### src/rtl/spy_seg_capture.sv
// spy_seg_capture: arms on command, then captures up to num_seg triggered
// segments of seg_depth words into one linear spy RAM (no wrap; stops on full).
// Optional feature: define SPY_TRIG_DROP_CNT_EN to add the 16-bit drop_cnt
// output counting trigger edges that arrive while a segment is in progress.
module spy_seg_capture #(
  parameter int unsigned ADDR_W = 10,
  parameter int unsigned CNT_W  = 10,
  parameter int unsigned SEG_W  = 4
) (
  input  logic              clk,
  input  logic              reset,
  input  logic              arm,
  input  logic              disarm,
  input  logic              trig_in,
  input  logic [CNT_W-1:0]  trig_delay,
  input  logic [CNT_W-1:0]  seg_depth,
  input  logic [SEG_W-1:0]  num_seg,
  output logic              wren,
  output logic [ADDR_W-1:0] waddr,
  output logic [SEG_W-1:0]  seg_idx,
  output logic [ADDR_W:0]   words,
  output logic              busy,
  output logic              done,
  output logic              full
`ifdef SPY_TRIG_DROP_CNT_EN
  ,
  output logic [15:0]       drop_cnt
`endif
);

  localparam int unsigned WORDS_W = ADDR_W + 1;
  localparam logic [ADDR_W-1:0]  ADDR_MAX = '1;
  localparam logic [CNT_W-1:0]   CNT_ONE  = CNT_W'(1);
  localparam logic [SEG_W-1:0]   SEG_ONE  = SEG_W'(1);
  localparam logic [WORDS_W-1:0] WORD_ONE = WORDS_W'(1);

  typedef enum logic [2:0] {IDLE, ARMED, DELAY, WRITE, DONE} state_t;

  state_t            state;
  logic              trig_d;
  logic [CNT_W-1:0]  delay_l;
  logic [CNT_W-1:0]  depth_l;
  logic [SEG_W-1:0]  nseg_l;
  logic [CNT_W-1:0]  delay_cnt;
  logic [CNT_W-1:0]  mem_cnt;

  logic trig_rise;
  logic arm_ok;
  logic at_top;
  logic arm_acc;

  assign trig_rise = trig_in & ~trig_d;
  assign arm_ok    = arm && (seg_depth != '0) && (num_seg != '0);
  // the write just presented was to the last RAM address
  assign at_top    = wren && (waddr == ADDR_MAX);
  // arm that actually starts a run (disarm wins in DONE)
  assign arm_acc   = arm_ok && ((state == IDLE) || ((state == DONE) && !disarm));

  // capture control: state, write port and run status
  always_ff @(posedge clk) begin
    if (reset) begin
      state     <= IDLE;
      trig_d    <= 1'b0;
      wren      <= 1'b0;
      waddr     <= '0;
      seg_idx   <= '0;
      words     <= '0;
      busy      <= 1'b0;
      done      <= 1'b0;
      full      <= 1'b0;
      delay_l   <= '0;
      depth_l   <= '0;
      nseg_l    <= '0;
      delay_cnt <= '0;
      mem_cnt   <= '0;
    end else begin
      trig_d <= trig_in;
      wren   <= 1'b0;
      if (disarm && (state != IDLE)) begin
        state <= IDLE;
        busy  <= 1'b0;
        done  <= 1'b0;
      end else begin
        case (state)
          IDLE, DONE: begin
            if (arm_ok) begin
              delay_l <= trig_delay;
              depth_l <= seg_depth;
              nseg_l  <= num_seg;
              waddr   <= '0;
              words   <= '0;
              seg_idx <= '0;
              done    <= 1'b0;
              full    <= 1'b0;
              busy    <= 1'b1;
              state   <= ARMED;
            end
          end
          ARMED: begin
            if (trig_rise) begin
              mem_cnt <= '0;
              if (delay_l == '0) begin
                state <= WRITE;
              end else begin
                delay_cnt <= CNT_ONE;
                state     <= DELAY;
              end
            end
          end
          DELAY: begin
            if (delay_cnt == delay_l) begin
              state <= WRITE;
            end else begin
              delay_cnt <= delay_cnt + CNT_ONE;
            end
          end
          WRITE: begin
            if (at_top) begin
              // RAM end: stop the run, count the segment only if it completed
              full  <= 1'b1;
              done  <= 1'b1;
              busy  <= 1'b0;
              state <= DONE;
              if (mem_cnt == depth_l) seg_idx <= seg_idx + SEG_ONE;
            end else if (mem_cnt == depth_l) begin
              seg_idx <= seg_idx + SEG_ONE;
              if ((seg_idx + SEG_ONE) == nseg_l) begin
                done  <= 1'b1;
                busy  <= 1'b0;
                state <= DONE;
              end else begin
                state <= ARMED;
              end
            end else begin
              // words doubles as the next linear write address
              wren    <= 1'b1;
              waddr   <= words[ADDR_W-1:0];
              words   <= words + WORD_ONE;
              mem_cnt <= mem_cnt + CNT_ONE;
            end
          end
          default: state <= IDLE;
        endcase
      end
    end
  end

`ifdef SPY_TRIG_DROP_CNT_EN
  // count trigger edges that land while a segment is delaying or writing
  always_ff @(posedge clk) begin
    if (reset) begin
      drop_cnt <= '0;
    end else if (arm_acc) begin
      drop_cnt <= '0;
    end else if (trig_rise && ((state == DELAY) || (state == WRITE)) &&
                 (drop_cnt != 16'hFFFF)) begin
      drop_cnt <= drop_cnt + 16'd1;
    end
  end
`endif

endmodule

### config.mk
export PLATFORM = sky130hd
export DESIGN_NAME = spy_seg_capture
export DESIGN_NICKNAME = d
export VERILOG_FILES = /design/src/rtl/spy_seg_capture.sv
export SDC_FILE = /design/constraint.sdc
export NUM_CORES = 1
export LEC_CHECK = 0
export ABC_AREA = 1
export CORE_MARGIN = 4
export CORE_UTILIZATION = 59
export DETAILED_ROUTE_END_ITERATION = 8
export HOLD_SLACK_MARGIN = 0.08
export PLACE_DENSITY = 0.9
export SETUP_SLACK_MARGIN = 0.02
export SYNTH_ARGS = -nofsm -noshare
export SYNTH_HDL_FRONTEND = slang
export SYNTH_SLANG_ARGS = --single-unit
export TNS_END_PERCENT = 100
### constraint.sdc
create_clock -name clk -period 2.4 [get_ports clk]
set_input_delay 0.48 -clock clk [delete_from_list [all_inputs] [get_ports clk]]
set_output_delay 0.48 -clock clk [all_outputs]
set_load 0.1 [all_outputs]
**Word-level counts from Yosys, hierarchy flattened**

Index checks and enable logic that the tools add are counted.

- Multiplexer cells: 40
- Multipliers: 0
- Div/mod/pow operators: 0
- Magnitude comparators: 0
- Bitwise logic cells: 4
- Equal/unequal tests: 19
- Shift operators: 0
- Reduce and logical (&&, ||, !) cells: 23
- Add/sub/neg operators: 4

Operators with widths:

| cell | count |
|---|---|
| two-way mux 10 bit | 9 |
| case mux 10 bit (2 select lines) | 3 |
| two-way mux 11 bit | 3 |
| case mux 11 bit (2 select lines) | 1 |
| adder 10 x 1 -> 10 bit (second input constant) | 2 |
| == test 10 bit | 2 |
| two-way mux 3 bit | 6 |
| != test 2 bit (second input constant) | 9 |
| AND reduction 4 bit | 4 |
| AND reduction 5 bit | 3 |
| case mux 3 bit (4 select lines) | 1 |
| adder 11 x 1 -> 11 bit (second input constant) | 1 |
| two-way mux 1 bit | 11 |
| == test 10 bit (second input constant) | 1 |
| logical NOT 10 bit | 1 |
| nonzero test 10 bit | 1 |
| two-way mux 4 bit | 2 |
| case mux 4 bit (2 select lines) | 1 |
| == test 3 x 2 -> 1 bit (second input constant) | 2 |
| != test 3 bit (second input constant) | 2 |
| case mux 1 bit (2 select lines) | 3 |
| nonzero test 2 bit | 3 |
| adder 4 x 1 -> 4 bit (second input constant) | 1 |
| == test 4 bit | 1 |
| other kinds (11) | 17 |

- Latch bits: 0
- Word-level logic and storage cells: 104
- Flip-flop bits (word level): 77
- Memories kept: 0
- ROM bits: 0
- RAM bits: 0
- Input bits: 29

**Depth between registers and ports, before layout**

- Word-level depth: 6
- Gate-level depth with buffers: 14

**Worst setup path after synthesis**

OpenSTA, ideal clock, no wires.

- Path type: register to register
- From: register words[0]
- To: register words[8]
- Setup time: 0.070 ns
- Data required time: 2.330 ns
- Cell stages (with the launch flop): 9
- Buffers on the path: 0
- Period minus slack after synthesis: 2.253 ns
- Arrival: 2.182 ns
- Slack: 0.147 ns
- Path through: dfxtp_1 ha_1 nand2_1 nor2_1 nand2_1 xor2_1 nor2_1 nand4_1 a21oi_1

- Longest elaborated chain between the ends: 4

RTL lines:

| item | RTL line | text |
|---|---|---|
| from (decl) | 21 | `output logic [ADDR_W:0] words,` |
| from (signal assigned) | 138 | `words <= words + WORD_ONE;` |
| adder 11 x 1 -> 11 bit | 138 |  |
| two-way mux 11 bit | 125 | `end else if (mem_cnt == depth_l) begin` |
| two-way mux 11 bit | 118 | `if (at_top) begin` |
| case mux 11 bit (2 select lines) | 84 | `case (state)` |

No other way between the ends. The select of a mux whose other input is x is not followed.
A chain may end at the register's enable or synchronous reset.

**Worst setup path in the final report**

- From: register mem_cnt[4]
- To: register mem_cnt[5]

- Longest elaborated chain between the ends: 4

RTL lines:

| item | RTL line | text |
|---|---|---|
| from (decl) | 45 | `logic [CNT_W-1:0] mem_cnt;` |
| from (signal assigned) | 139 | `mem_cnt <= mem_cnt + CNT_ONE;` |
| adder 10 x 1 -> 10 bit | 139 |  |
| two-way mux 10 bit | 125 |  |
| two-way mux 10 bit | 118 |  |
| case mux 10 bit (2 select lines) | 84 |  |

Several ways; a longest one is shown, not always the timed one. The select of a mux whose other input is x is not followed.

==> metrics list <==
- Number of post-CTS setup repair buffers: 0
- The first global-routing pass estimated 19300 um of wire.
* Detailed router's first-iteration violation count: 358
* Yosys warnings: 0
- On the final layout, the worst clock skew is 0.00822 ns.
* Startpoint of the lowest-slack hold path: reset
* Count of buffers from port buffering: 57
- Number of antenna violations at the first check in global routing: 0
- For hold timing, the worst endpoint is delay_l[0]$_SDFFE_PP0P_.
- Worst path slowest cell: sky130_fd_sc_hd__dfxtp_1
- CTS buffer count: 9
- Max Clock Freq: 469 MHz
- Clock root buffer master: sky130_fd_sc_hd__clkbuf_8
- Number of diodes added for antenna fixing: 0
* Count of non-filler cells in the finished layout: 825
- Remaining antenna violation count: 0
* Dominant cell type by count on the critical path: sky130_fd_sc_hd__nand2_1
* Initial standard-cell utilization of the core: 61.7%
* Main area contributors after synthesis: sky130_fd_sc_hd__dfxtp_1 36%, sky130_fd_sc_hd__nand2_1 18%, sky130_fd_sc_hd__nor2_1 8.5%, sky130_fd_sc_hd__a21oi_1 8.0%, sky130_fd_sc_hd__nand3_1 6.8%
- Cell count of the worst hold path: 2
- The number of placed instances, taps included, is 809.
- Crit path required time: 2.64 ns
- Cell variety after synth: 30
* Fillcell total: 547
- Fin nets: 757
* CTS-repair resized insts: 0
- Count of state elements after synthesis: 77
* Period minus WS final: 2.13 ns
- The final count of hold timing violations was 0.
- Vias post-DR: 4597
- Pin placement for this block handled 58 I/O pins.
- The tightest min-delay check is of the input port to flip-flop type.
- Highest cell delay on the worst timing path: 0.48 ns
- In this run the number of H-tree levels came out at 3.
- Setup repair after global routing left no endpoint under its margin.
- Across all hold checks on the routed design, the worst slack comes to 0.430 ns.
* Gp weighted congestion: 0.898
- At the worst endpoint, the arrival time is 2.37 ns.
- Congestion Overflow GR: 0
* Fraction of final layout cells with drive strength greater than 1: 11.5%
* Slew margin rel.: 66.6%
- In the routed design, unresolved DRC markers number 0.
- After technology mapping, the gate count stands at 668.
- CP Buf/Inv Count: 2
- Traced cell by cell, the critical path runs through inv_2 -> nand2_1 -> nand2_1 -> nor2_1 -> nand3_1 -> nor2_2 -> nand2_2 -> nand2_1 -> clkinvlp_4 -> nand2_1 -> a21oi_1.
- The floorplan step set the die height to 93 um.
- STA classifies the critical path endpoint as a flip-flop.
- Power density cells: 1020 nW/um^2
* Detailed-route vias per instance: 5.57
* Startpoint type of the worst setup path: flip-flop
* Vias in the first global route: 4226
* Worst setup path class: flip-flop to flip-flop
- No sink is reached through more buffers than the 2 on the longest clock path.
- Clock-pin slew was measured on the worst setup and hold paths at 0.08 ns.
* Overall routing resource usage: 27.6%
- The run finished with clean final reports.
* Die span in x: 93 um
* Count of hold-fix buffers inserted at cts: 0
- Detailed placement ended at an HPWL of 7960 um.
- DR WL/cell: 13.9 um
- In the synthesized netlist the async set-or-reset flop fraction comes to 0%.
* Pleak: 2.03 nW
- Mean area per synthesized cell: 6.38 um^2
* Detailed-routing iteration count for the pre-antenna-repair pass: 5
- Setup violations remaining at the end of the flow were counted as 0.
* Number of slew-limit violations in the final report: 0
- Transition at the pin with the smallest max-transition slack: 0.495 ns
- Maximum vdd drop: 638 uV
- For this design, the sink count on the clock tree is 77.
* Count of flip-flops with a built-in enable after synthesis: 0
- Total negative setup slack: 0 ns
- Yosys top cell by area: sky130_fd_sc_hd__dfxtp_1
* Growth of design area from synthesis to finish: 20.2%
* R2R cell count: 11
- Endpoint of the worst-slack reg-to-reg timing path: mem_cnt[5]$_SDFFE_PP0P_
- Worst r2r src: mem_cnt[4]$_SDFFE_PP0P_
- Portion of synthesized cell area occupied by the leading cell type: 36.2%
* TritonCTS clock tree: yes
* Total number of placement rows: 30
- At the later pin of the worst-skew pair, clock insertion delay measures 0.36 ns.
* Top FF cell, synth: sky130_fd_sc_hd__dfxtp_1
- The core region is 6910 um^2.
- Broken down by cell family, the worst path's largest delay share belongs to simple AND/OR/NAND/NOR gates.
- Ratio of final minimum period to clock period: 88.8%
* Slack of the worst reg-to-reg path: 0.27 ns
- Maximum number of pins on one net before global-route repair: 31
- Syn Nets: 701
- The floorplan step defined a die boundary enclosing 8650 um^2.
* Detailed Route WL: 11500 um
* Portion of the post-synthesis area used by sequential elements: 36.2%
- Post-Synthesis Cell Area: 4260 um^2
* Max Cap Viol: 0
- Peak fanout along the critical path: 14
## kinds of logic after synthesis
| logic type | share of synthesized area, % |
|---|---|
| and+or+nand+nor | 40.2 |
| buffers and inverters | 7.48 |
| DFF | 36.2 |
| AOI/OAI and AO/OA | 9.19 |
| xor gates and xnor gates | 5.75 |
| adders and majority gates | 1.17 |
## placed cells by master, fill, tap and decap left out, types with 10 or more instances in the layout
master,n
sky130_fd_sc_hd__a21oi_1,68
sky130_fd_sc_hd__buf_4,41
sky130_fd_sc_hd__clkdlybuf4s50_1,27
sky130_fd_sc_hd__dfxtp_1,76
sky130_fd_sc_hd__inv_1,41
sky130_fd_sc_hd__nand2_1,207
sky130_fd_sc_hd__nand3_1,58
sky130_fd_sc_hd__nand4_1,16
sky130_fd_sc_hd__nor2_1,97
sky130_fd_sc_hd__nor3_1,10
sky130_fd_sc_hd__xor2_1,21
## final cells by class
type                            instances  area, um^2  share of cell area [%]
Inverter                               51         195                    3.81
Clock inverter                          6         111                    2.17
Timing Repair Buffer                   71         623                    12.2
Clock buffer                           10         128                    2.49
Multi-Input combinational cell        514        2400                    46.9
Sequential cell                        77        1540                    30.1
Tap cell                               96         120                    2.34
## stage by stage
step	setup WS [ns]	area [um^2]	power (mW)	util [%]
floorplan	0.147	4260	3.44	-
global placement	0.102	4880	3.96	70.6
detailed placement	0.000923	4880	4.03	70.6
CTS	0.200	5120	5.22	74.1
global route	0.0978	5120	5.54	74.2
finish	0.270	5120	5.25	74.2
## report_power, final
| group | switching [mW] | leakage [nW] | internal, mW | total [mW] |
|---|---|---|---|---|
| Clock | 0.499 | 0.116 | 0.691 | 1.19 |
| Sequential | 0.198 | 0.627 | 1.50 | 1.69 |
| Combinational | 1.68 | 1.29 | 0.689 | 2.36 |
## flip-flops by register name (all words and copies together), names as in the netlist, 3 cells and up
name       count
depth_l       10
delay_cnt     10
waddr         10
words         11
state          3
seg_idx        4
delay_l       10
mem_cnt       10
nseg_l         4
## metal layers
layer  GRT usage (%)  part of all wire [%]  up-vias
li1                -                     -     2240
met1            35.4                    42     2119
met2            45.9                    49      202
met3            4.10                   6.8       36
met4            12.3                   2.4        0
met5               0                     0        -
## worst max-delay path by stage
| stage | from | to | cells past startpoint |
|---|---|---|---|
| final | mem_cnt[4]$_SDFFE_PP0P_ | mem_cnt[5]$_SDFFE_PP0P_ | 11 |
| after global routing | mem_cnt[1]$_SDFFE_PP0P_ | mem_cnt[4]$_SDFFE_PP0P_ | 11 |
| after CTS | mem_cnt[0]$_SDFFE_PP0P_ | mem_cnt[5]$_SDFFE_PP0P_ | 11 |
| after detailed placement | num_seg[3] | words[2]$_SDFFE_PP0P_ | 8 |
| after global placement | num_seg[3] | words[8]$_SDFFE_PP0P_ | 8 |
| after floorplan | words[0]$_SDFFE_PP0P_ | words[8]$_SDFFE_PP0P_ | 8 |
## cell usage after synthesis (all sizes together) (4+ instances only)
library cell    n
nand2         209
nor2          101
dfxtp          77
a21oi          69
nand3          59
inv            50
xor2           21
nand4          16
buf            13
clkbuf         13
nor3           10
xnor2           7
or2             6
ha              4
o21ai           4
No activity file was read; power rests on OpenSTA's default activity.
